## src/rtl/line_buf_pkg.sv

```systemverilog
// Shared types and constants for the two-bank CCD line buffer controller.
//   lb_state_e : controller states
//   BANK_A/B   : write-bank encodings
//   RD_LAT     : RAM read latency in clocks
//   pix_tag_t  : per-pixel side-band that travels alongside the RAM read
package line_buf_pkg;

  typedef enum logic [1:0] {
    IDLE   = 2'd0,
    FIRST  = 2'd1,
    STREAM = 2'd2,
    FLUSH  = 2'd3
  } lb_state_e;

  localparam logic BANK_A = 1'b0;
  localparam logic BANK_B = 1'b1;

  localparam int unsigned RD_LAT = 1;

  typedef struct packed {
    logic       ov;
    logic       last;
    logic [1:0] cur;
    logic [1:0] prev;
  } pix_tag_t;

endpackage

```

## src/rtl/lb_pix_cnt.sv

```systemverilog
// Column/line counter for the line buffer controller.
//   clr          : restart at col 0 / line 0 (with inc: the restart pixel is consumed)
//   inc          : advance one pixel, wrapping col at LINE_W-1 and line at LINES-1
//   col, line    : registered position of the next pixel
//   line_last_c  : col is the last column
//   frame_last_c : col/line is the last pixel of the frame
module lb_pix_cnt #(
  parameter int unsigned LINE_W     = 640,
  parameter int unsigned ADDR_W     = 10,
  parameter int unsigned LINES      = 480,
  parameter int unsigned LINE_CNT_W = 9
) (
  input  logic                  clk,
  input  logic                  aclr_n,
  input  logic                  clr,
  input  logic                  inc,
  output logic [ADDR_W-1:0]     col,
  output logic [LINE_CNT_W-1:0] line,
  output logic                  line_last_c,
  output logic                  frame_last_c
);

  localparam logic [ADDR_W-1:0]     COL_LAST  = ADDR_W'(LINE_W - 1);
  localparam logic [LINE_CNT_W-1:0] LINE_LAST = LINE_CNT_W'(LINES - 1);

  assign line_last_c  = (col == COL_LAST);
  assign frame_last_c = line_last_c && (line == LINE_LAST);

  // Position register
  always_ff @(posedge clk or negedge aclr_n) begin
    if (!aclr_n) begin
      col  <= '0;
      line <= '0;
    end else if (clr) begin
      col  <= inc ? ADDR_W'(1) : '0;
      line <= '0;
    end else if (inc) begin
      if (line_last_c) begin
        col  <= '0;
        line <= (line == LINE_LAST) ? '0 : line + LINE_CNT_W'(1);
      end else begin
        col  <= col + ADDR_W'(1);
      end
    end
  end

endmodule

```

## src/rtl/line_buf_ctrl.sv

```systemverilog
// Sequencing controller for the two-bank (A/B) CCD row line buffer feeding demosaic.
// Writes each line into alternating banks and reads the previous line from the
// opposite bank at the same column; pixel side-band is delayed to line up with
// the RAM read data.
// Optional feature macro: LINE_BUF_CTRL_FLUSH_EN (drains the last line after the frame).
// Ports:
//   clk, aclr_n                 : pixel clock, async active-low reset
//   frame_start, pix_valid      : frame pulse, pixel accept strobe
//   rama_wren, ramb_wren        : per-bank write enables, ram_wraddr shared address
//   rama_rden, ramb_rden        : per-bank read enables, ram_rdaddr shared address
//   out_valid                   : read data + live pixel valid for demosaic
//   sel_row_cur, sel_row_prev   : {line parity, column parity} of current/previous row
//   line_idx                    : line being written
//   frame_end, err_short_frame  : one-cycle status pulses
module line_buf_ctrl
  import line_buf_pkg::*;
#(
  parameter int unsigned LINE_W     = 640,
  parameter int unsigned ADDR_W     = 10,
  parameter int unsigned LINES      = 480,
  parameter int unsigned LINE_CNT_W = 9
) (
  input  logic                  clk,
  input  logic                  aclr_n,
  input  logic                  frame_start,
  input  logic                  pix_valid,
  output logic                  rama_wren,
  output logic                  ramb_wren,
  output logic [ADDR_W-1:0]     ram_wraddr,
  output logic                  rama_rden,
  output logic                  ramb_rden,
  output logic [ADDR_W-1:0]     ram_rdaddr,
  output logic                  out_valid,
  output logic [1:0]            sel_row_cur,
  output logic [1:0]            sel_row_prev,
  output logic [LINE_CNT_W-1:0] line_idx,
  output logic                  frame_end,
  output logic                  err_short_frame
);

`ifdef LINE_BUF_CTRL_FLUSH_EN
  // Flush reads present the drained line as the virtual line after the last one
  localparam logic FLUSH_LP = 1'((LINES % 2) != 0);
`endif

  lb_state_e         state_q, state_d;
  logic              bank_q, bank_d, wbank_d;
  logic              cnt_clr, cnt_inc;
  logic              wr_d, rd_d, err_d;
  logic [ADDR_W-1:0] col, addr_d;
  logic              line_last_c, frame_last_c;
  pix_tag_t          tag_d;
  pix_tag_t          tag_q [RD_LAT+1];

  lb_pix_cnt #(
    .LINE_W    (LINE_W),
    .ADDR_W    (ADDR_W),
    .LINES     (LINES),
    .LINE_CNT_W(LINE_CNT_W)
  ) u_pix_cnt (
    .clk         (clk),
    .aclr_n      (aclr_n),
    .clr         (cnt_clr),
    .inc         (cnt_inc),
    .col         (col),
    .line        (line_idx),
    .line_last_c (line_last_c),
    .frame_last_c(frame_last_c)
  );

  // Next state, bank and pixel-stage controls
  always_comb begin
    state_d  = state_q;
    bank_d   = bank_q;
    wbank_d  = bank_q;
    cnt_clr  = 1'b0;
    cnt_inc  = 1'b0;
    wr_d     = 1'b0;
    rd_d     = 1'b0;
    err_d    = 1'b0;
    addr_d   = col;
    tag_d    = '{ov: 1'b0, last: 1'b0,
                 cur: {line_idx[0], col[0]}, prev: {~line_idx[0], col[0]}};

    case (state_q)
      FIRST: begin
        if (pix_valid) begin
          wr_d    = 1'b1;
          cnt_inc = 1'b1;
          if (line_last_c) begin
            bank_d  = ~bank_q;
            state_d = STREAM;
          end
        end
      end
      STREAM: begin
        if (pix_valid) begin
          wr_d    = 1'b1;
          rd_d    = 1'b1;
          cnt_inc = 1'b1;
          if (line_last_c) bank_d = ~bank_q;
          if (frame_last_c) begin
`ifdef LINE_BUF_CTRL_FLUSH_EN
            state_d = FLUSH;
`else
            state_d    = IDLE;
            tag_d.last = 1'b1;
`endif
          end
        end
      end
`ifdef LINE_BUF_CTRL_FLUSH_EN
      // bank_q already toggled past the last line, so the read side is the last-written bank
      FLUSH: begin
        rd_d      = 1'b1;
        tag_d.cur = {FLUSH_LP, col[0]};
        tag_d.prev = {~FLUSH_LP, col[0]};
        if (line_last_c) begin
          tag_d.last = 1'b1;
          cnt_clr    = 1'b1;
          state_d    = IDLE;
        end else begin
          cnt_inc = 1'b1;
        end
      end
`endif
      default: ;
    endcase

    // frame_start restarts the frame; a coincident final pixel still finishes the old one
    if (frame_start) begin
      if (state_q == STREAM && pix_valid && frame_last_c) begin
        tag_d.last = 1'b1;
        state_d    = FIRST;
        bank_d     = BANK_A;
        cnt_clr    = 1'b1;
        cnt_inc    = 1'b0;
      end else begin
        err_d      = (state_q != IDLE);
        state_d    = FIRST;
        bank_d     = BANK_A;
        wbank_d    = BANK_A;
        cnt_clr    = 1'b1;
        cnt_inc    = pix_valid;
        wr_d       = pix_valid;
        rd_d       = 1'b0;
        addr_d     = '0;
        tag_d.last = 1'b0;
      end
    end

    tag_d.ov = rd_d;
  end

  // State, RAM-side outputs and side-band pipeline
  always_ff @(posedge clk or negedge aclr_n) begin
    if (!aclr_n) begin
      state_q         <= IDLE;
      bank_q          <= BANK_A;
      rama_wren       <= 1'b0;
      ramb_wren       <= 1'b0;
      rama_rden       <= 1'b0;
      ramb_rden       <= 1'b0;
      ram_wraddr      <= '0;
      ram_rdaddr      <= '0;
      err_short_frame <= 1'b0;
      for (int unsigned i = 0; i <= RD_LAT; i++) tag_q[i] <= '0;
    end else begin
      state_q         <= state_d;
      bank_q          <= bank_d;
      rama_wren       <= wr_d && (wbank_d == BANK_A);
      ramb_wren       <= wr_d && (wbank_d == BANK_B);
      rama_rden       <= rd_d && (wbank_d == BANK_B);
      ramb_rden       <= rd_d && (wbank_d == BANK_A);
      if (wr_d) ram_wraddr <= addr_d;
      if (rd_d) ram_rdaddr <= addr_d;
      err_short_frame <= err_d;
      tag_q[0]        <= tag_d;
      for (int unsigned i = 1; i <= RD_LAT; i++) tag_q[i] <= tag_q[i-1];
    end
  end

  assign out_valid    = tag_q[RD_LAT].ov;
  assign frame_end    = tag_q[RD_LAT].last;
  assign sel_row_cur  = tag_q[RD_LAT].cur;
  assign sel_row_prev = tag_q[RD_LAT].prev;

endmodule
```

## config.mk

```make
export PLATFORM = sky130hd
export DESIGN_NAME = line_buf_ctrl
export DESIGN_NICKNAME = d
export VERILOG_FILES = /design/src/rtl/line_buf_pkg.sv /design/src/rtl/lb_pix_cnt.sv /design/src/rtl/line_buf_ctrl.sv
export SDC_FILE = /design/constraint.sdc
export NUM_CORES = 1
export LEC_CHECK = 0
export BUFFER_PORTS_ARGS = -buffer_cell sky130_fd_sc_hd__buf_2
export CORE_MARGIN = 2
export CORE_UTILIZATION = 52
export DETAILED_ROUTE_END_ITERATION = 7
export PLACE_DENSITY = 0.74
export SETUP_SLACK_MARGIN = 0.1
export SLEW_MARGIN = 15
export SYNTH_ARGS = -nofsm -noshare
export SYNTH_HDL_FRONTEND = slang
export SYNTH_SLANG_ARGS = --single-unit
```

## constraint.sdc

```tcl
create_clock -name clk -period 2.9 [get_ports clk]
set_input_delay 0.58 -clock clk [delete_from_list [all_inputs] [get_ports clk]]
set_output_delay 0.58 -clock clk [all_outputs]
set_load 0.005 [all_outputs]
```

[Word-level counts from Yosys, hierarchy flattened]
Index checks and enable logic that the tools add are counted.
Operators by class
  reductions and logical operators: 18
  mux-type cells: 39
  equal/unequal tests: 8
  add/subtract/negate cells: 2
  bitwise logic cells: 3
Operator list (count)
  10-bit 2-to-1 mux: 5
  9-bit 2-to-1 mux: 4
  1-bit 2-to-1 mux: 24
  2-bit nonzero test: 6
  10-bit by 1-bit adder with 10-bit output, second input constant: 1
  10-bit == test, second input constant: 1
  2-bit 2-to-1 mux: 5
  9-bit by 1-bit adder with 9-bit output, second input constant: 1
  9-bit == test, second input constant: 1
  3-bit != test, second input constant: 3
  1-bit logical AND: 7
  5-bit AND reduction: 1
  2-bit case mux with 2 select lines: 1
  3-bit by 2-bit != test with 1-bit output, second input constant: 1
  1-bit inverter: 3
  3-bit AND reduction: 1
  3-bit nonzero test: 1
  2-bit by 1-bit == test with 1-bit output, second input constant: 1
  2-bit == test, second input constant: 1
  2-bit AND reduction: 1
  2-bit OR reduction: 1
Storage, ports and cells
  register bits after elaboration: 59
  logic and storage cells: 89

[Logic depth before layout (Yosys ltp)]
  word-level depth: 7
  depth in mapped cells: 7
  gate-level depth less buffers: 6

[Cells and area by module]
From an unflattened synthesis, not the netlist that was laid out.
Unflattened totals
  cell total of the unflattened synthesis: 206
  area total of the unflattened synthesis: 2456.1 sq um
Modules (own cells, without submodules)
  line_buf_ctrl: area each 1396.3 sq um, times used 1, seq. area each 950.9 sq um, cells an instance 96
  lb_pix_cnt: area each 1059.8 sq um, times used 1, seq. area each 475.5 sq um, cells an instance 110

[Worst setup path after synthesis]
No wires, ideal clock.
  path type: register -> register
  from: register u_pix_cnt.line[0]
  to: register ram_rdaddr[0]
  slack: 1.157 ns
  library setup time: 0.142 ns
  data arrival time: 1.601 ns
  data required time: 2.758 ns
  stages on the path, launching flop included: 8
  path through: dfrtp_1 > ha_1 > nand4_1 > or2_1 > buf_6 > buf_6 > a221oi_1 > o311ai_1
Between the ends
  cells in the longest elaborated chain, start to end: 5
  elaborated cells between the ends (all ways): 7
  classes of those cells: eq/ne: 1; mux: 4; reduce/logical: 2
Ends and longest elaborated chain
  from (decl): RTL line lb_pix_cnt.sv:18  | output logic [LINE_CNT_W-1:0] line,
  from (signal assigned): RTL line lb_pix_cnt.sv:40  | line <= (line == LINE_LAST) ? '0 : line + LINE_CNT_W'(1);
  9-bit == test *: RTL line lb_pix_cnt.sv:27  | assign frame_last_c = line_last_c && (line == LINE_LAST);
  1-bit logical AND *: RTL line lb_pix_cnt.sv:27
  1-bit logical AND *: RTL line line_buf_ctrl.sv:132  | if (state_q == STREAM && pix_valid && frame_last_c) begin
  10-bit 2-to-1 mux / 1-bit 2-to-1 mux (equally long branches): RTL line line_buf_ctrl.sv:132
  10-bit 2-to-1 mux / 1-bit 2-to-1 mux (equally long branches): RTL line line_buf_ctrl.sv:131  | if (frame_start) begin
  to (signal assigned): RTL line line_buf_ctrl.sv:176  | if (rd_d) ram_rdaddr <= addr_d;
  to (decl): RTL line line_buf_ctrl.sv:32  | output logic [ADDR_W-1:0] ram_rdaddr,
Every way passes the cells marked *; elsewhere a longest branch is shown, timed or not.
A chain may end at the register's enable or synchronous reset.

[Worst setup path in the final report]
  from: register u_pix_cnt.line[0]
  to: register ram_rdaddr[4]
Same word-level chain as after synthesis.

==> flow_metrics.tcl <==
set metrics [dict create \
    clk-insertion-delay-late_ns 0.34 \
    cts_buffer_depth 2 \
    final_common_cell "dfrtp_1" \
    grt_util_met1 0.300 \
    p_per_area_nw_per_um2 493 \
    yosysSeqAreaShare 0.497 \
    crit_type "reg2reg" \
    track_usage 0.210 \
    tns_ns 0 \
    synth_top_area_frac 0.497 \
    io_buffers 43 \
    cts_tree "built" \
    cts_resized 0 \
    cp_num_cells 5 \
    finalMaxSlewViolations 0 \
    synth_edf_count 0 \
    drt_iter0_drc 139 \
    rr_worst_depth 5 \
    worstMarginPinSlew_ns 0.920 \
    ant_nets 0 \
    drv_cap 0 \
    crit_path_start_kind "register" \
    cts_setup_buffers 0 \
    clock_skew_ns 0.0142 \
    ios 44 \
    synth_area_leaders "dfrtp_1, nand2_1, nor3b_1" \
    cp_slowest_stage_delay_ns 0.60 \
    antenna_found_initial 0 \
    synth_top_cell_by_area "dfrtp_1" \
    clk_pin_slew_ns 0.07 \
    ys_ff_latch 57 \
    grt_max_degree 34 \
    htree_levels 3 \
    final_nets 332 \
    max_slew_margin 0.387 \
    hpwl_mm 4.03 \
    p_leak_nw 1.41 \
    viasPerCell 5.70 \
    cp_num_buf_inv 0 \
    synthCells 290 \
    gp_congestion 0.807 \
    cts_buffers 9 \
    initial_utilization 0.531 \
    cts-root-buf "clkbuf_8" \
    crit_chain "ha_1 -> nand4_1 -> or2_1 -> a221oi_1 -> o311ai_1" \
    run_status "complete, no violations" \
    ys_types 49 \
    grt_pass1_wl_mm 9.98 \
    drc 0 \
    asyncSetResetFlopFracSynth 1.00 \
    vias 2281 \
    wl_mm 6.02 \
    worstHoldPathType "in2async" \
    ys_warn_count 0 \
    fmax_mhz 463 \
    cpLargestDelayFamily "simple AND/OR/NAND/NOR gates" \
    synth_fp_nets 299 \
    n_antenna_cell 0 \
    area_growth_pct 13.2 \
    crit_fanout 26 \
    hold_viol_final 0 \
    required_ns 3.08 \
    multi_input_area_sq_um 1280 \
    overflow 0 \
    die_h_um 78.3 \
    dieWidth_um 78.3 \
    clkSinkCount 57 \
    dieArea_sq_um 6130 \
    period_share 0.745 \
    placementRows 27 \
    placed_area_sq_um 3060 \
    met2_usage 0.305 \
    end_kind "register" \
    final_cell_mix "dfrtp_1, buf_2, nand2_1" \
    ir_drop_mv 0.314 \
    design_area_sq_um 3250 \
    first_pass_iters 5 \
    design.core.area_sq_um 5410 \
    use_met3 0.0598 \
    cp.arrival_ns 2.34 \
    grt_setup_unrepaired "no" \
    synth_area_sq_um 2870 \
    avgSynthCellArea_sq_um 9.91 \
    post-route-min-period_ns 2.16 \
    ff_latch_area_sq_um 1430 \
    pre_cts_slack_ns 0.762 \
    cpMaxStageDelayCell "or2_1" \
    top_usage_layer "met2" \
    setup_slack_ns 0.740 \
    setup_viol 0 \
    grt_pass1_vias 2065 \
    wl_per_cell_um 15.0 \
    synthFlopType "dfrtp_1" \
    cts.hold.buffers_added 0 \
    n_fill_cell 470 \
    drive_gt1_frac 0.223 \
]
[synth_stat cells, types with 3 or more instances]
library cell / number
dfrtp_1: 57
nand2_1: 41
nand3_1: 16
a21oi_1: 13
clkbuf_1: 12
nor3b_1: 12
a221oi_1: 10
and2_1: 10
nor2_1: 10
nor3_1: 10
o21ai_1: 10
o21ai_0: 8
o311ai_1: 8
xnor2_1: 7
inv_1: 6
buf_4: 5
ha_1: 5
nand4_1: 5
buf_6: 4
or4_1: 4
buf_2: 3
nand2b_1: 3
[metal layers]
layer  routed length, um  up-vias
met5                   0        -
met4                  70        0
met3                 241        7
met2                2760       51
met1                2950     1110
li1                    -     1113
[logic make-up (layout without fill, tap and decap cells)]
logic type	count (synthesis)	after routing	share of synthesized area
compound gates	58	58	0.139
fa+ha+maj	5	5	0.0218
simple gates	130	130	0.256
buf+inv	31	69	0.0592
flops	57	57	0.497
mux	1	1	0.00348
xor+xnor	8	8	0.0244
[registers in the layout (all words and copies together), names as in the netlist]
signal	flops
ram_rdaddr	10
state_q	2
sel_row_prev	2
tag_q	5
bank_q	1
frame_end	1
ram_wraddr	10
u_pix_cnt.line	9
ramb_rden	1
out_valid	1
rama_rden	1
sel_row_cur	1
ramb_wren	1
rama_wren	1
u_pix_cnt.col	10
err_short_frame	1
[power breakdown]
group	internal, W	switching [W]	leakage, nW
sequential	0.000807	0.0000112	0.736
clock	0.000401	0.000306	0.102
combinational	0.0000250	0.0000550	0.573
total	0.00123	0.000372	1.41
[path summary, 6_finish.rpt]
| check | startpoint | to | slack, ns |
|---|---|---|---|
| max | u_pix_cnt.line[0] | ram_rdaddr[4] | 0.74 |
| min | aclr_n | tag_q[6] | 0.29 |
| max reg2reg | u_pix_cnt.line[0] | ram_rdaddr[4] | 0.74 |
| min reg2reg | tag_q[7] | sel_row_prev[1] | 0.33 |
| max in group asynchronous | aclr_n | ram_rdaddr[5] | 1.90 |
| min in group clk | tag_q[7] | sel_row_prev[1] | 0.33 |
[worst reg2reg max path, cell delays in order, from the launching register on]
cell	delay, ns
dfrtp_1	0.44
ha_1	0.24
nand4_1	0.17
or2_1	0.60
a221oi_1	0.40
o311ai_1	0.16
[metrics by stage]
stage / utilization / hold WS, ns / cells / total power, W
final: 0.602 / 0.289 / 400 / 0.00160
after global routing: 0.602 / 0.347 / 400 / 0.00167
after CTS: 0.602 / 0.308 / 400 / 0.00162
after detailed placement: 0.566 / 0.337 / 384 / 0.000914
after global placement: 0.566 / 0.334 / 384 / 0.000912
after floorplan: - / 0.284 / 290 / 0.000879
[layout make-up]
class,instances,area share
Multi-Input combinational cell,202,0.392
Clock buffer,14,0.0562
Clock inverter,2,0.00308
Timing Repair Buffer,47,0.0754
Sequential cell,57,0.438
Inverter,6,0.00692
Tap cell,72,0.0277
Note: power is estimated with default switching activity, not from simulation.
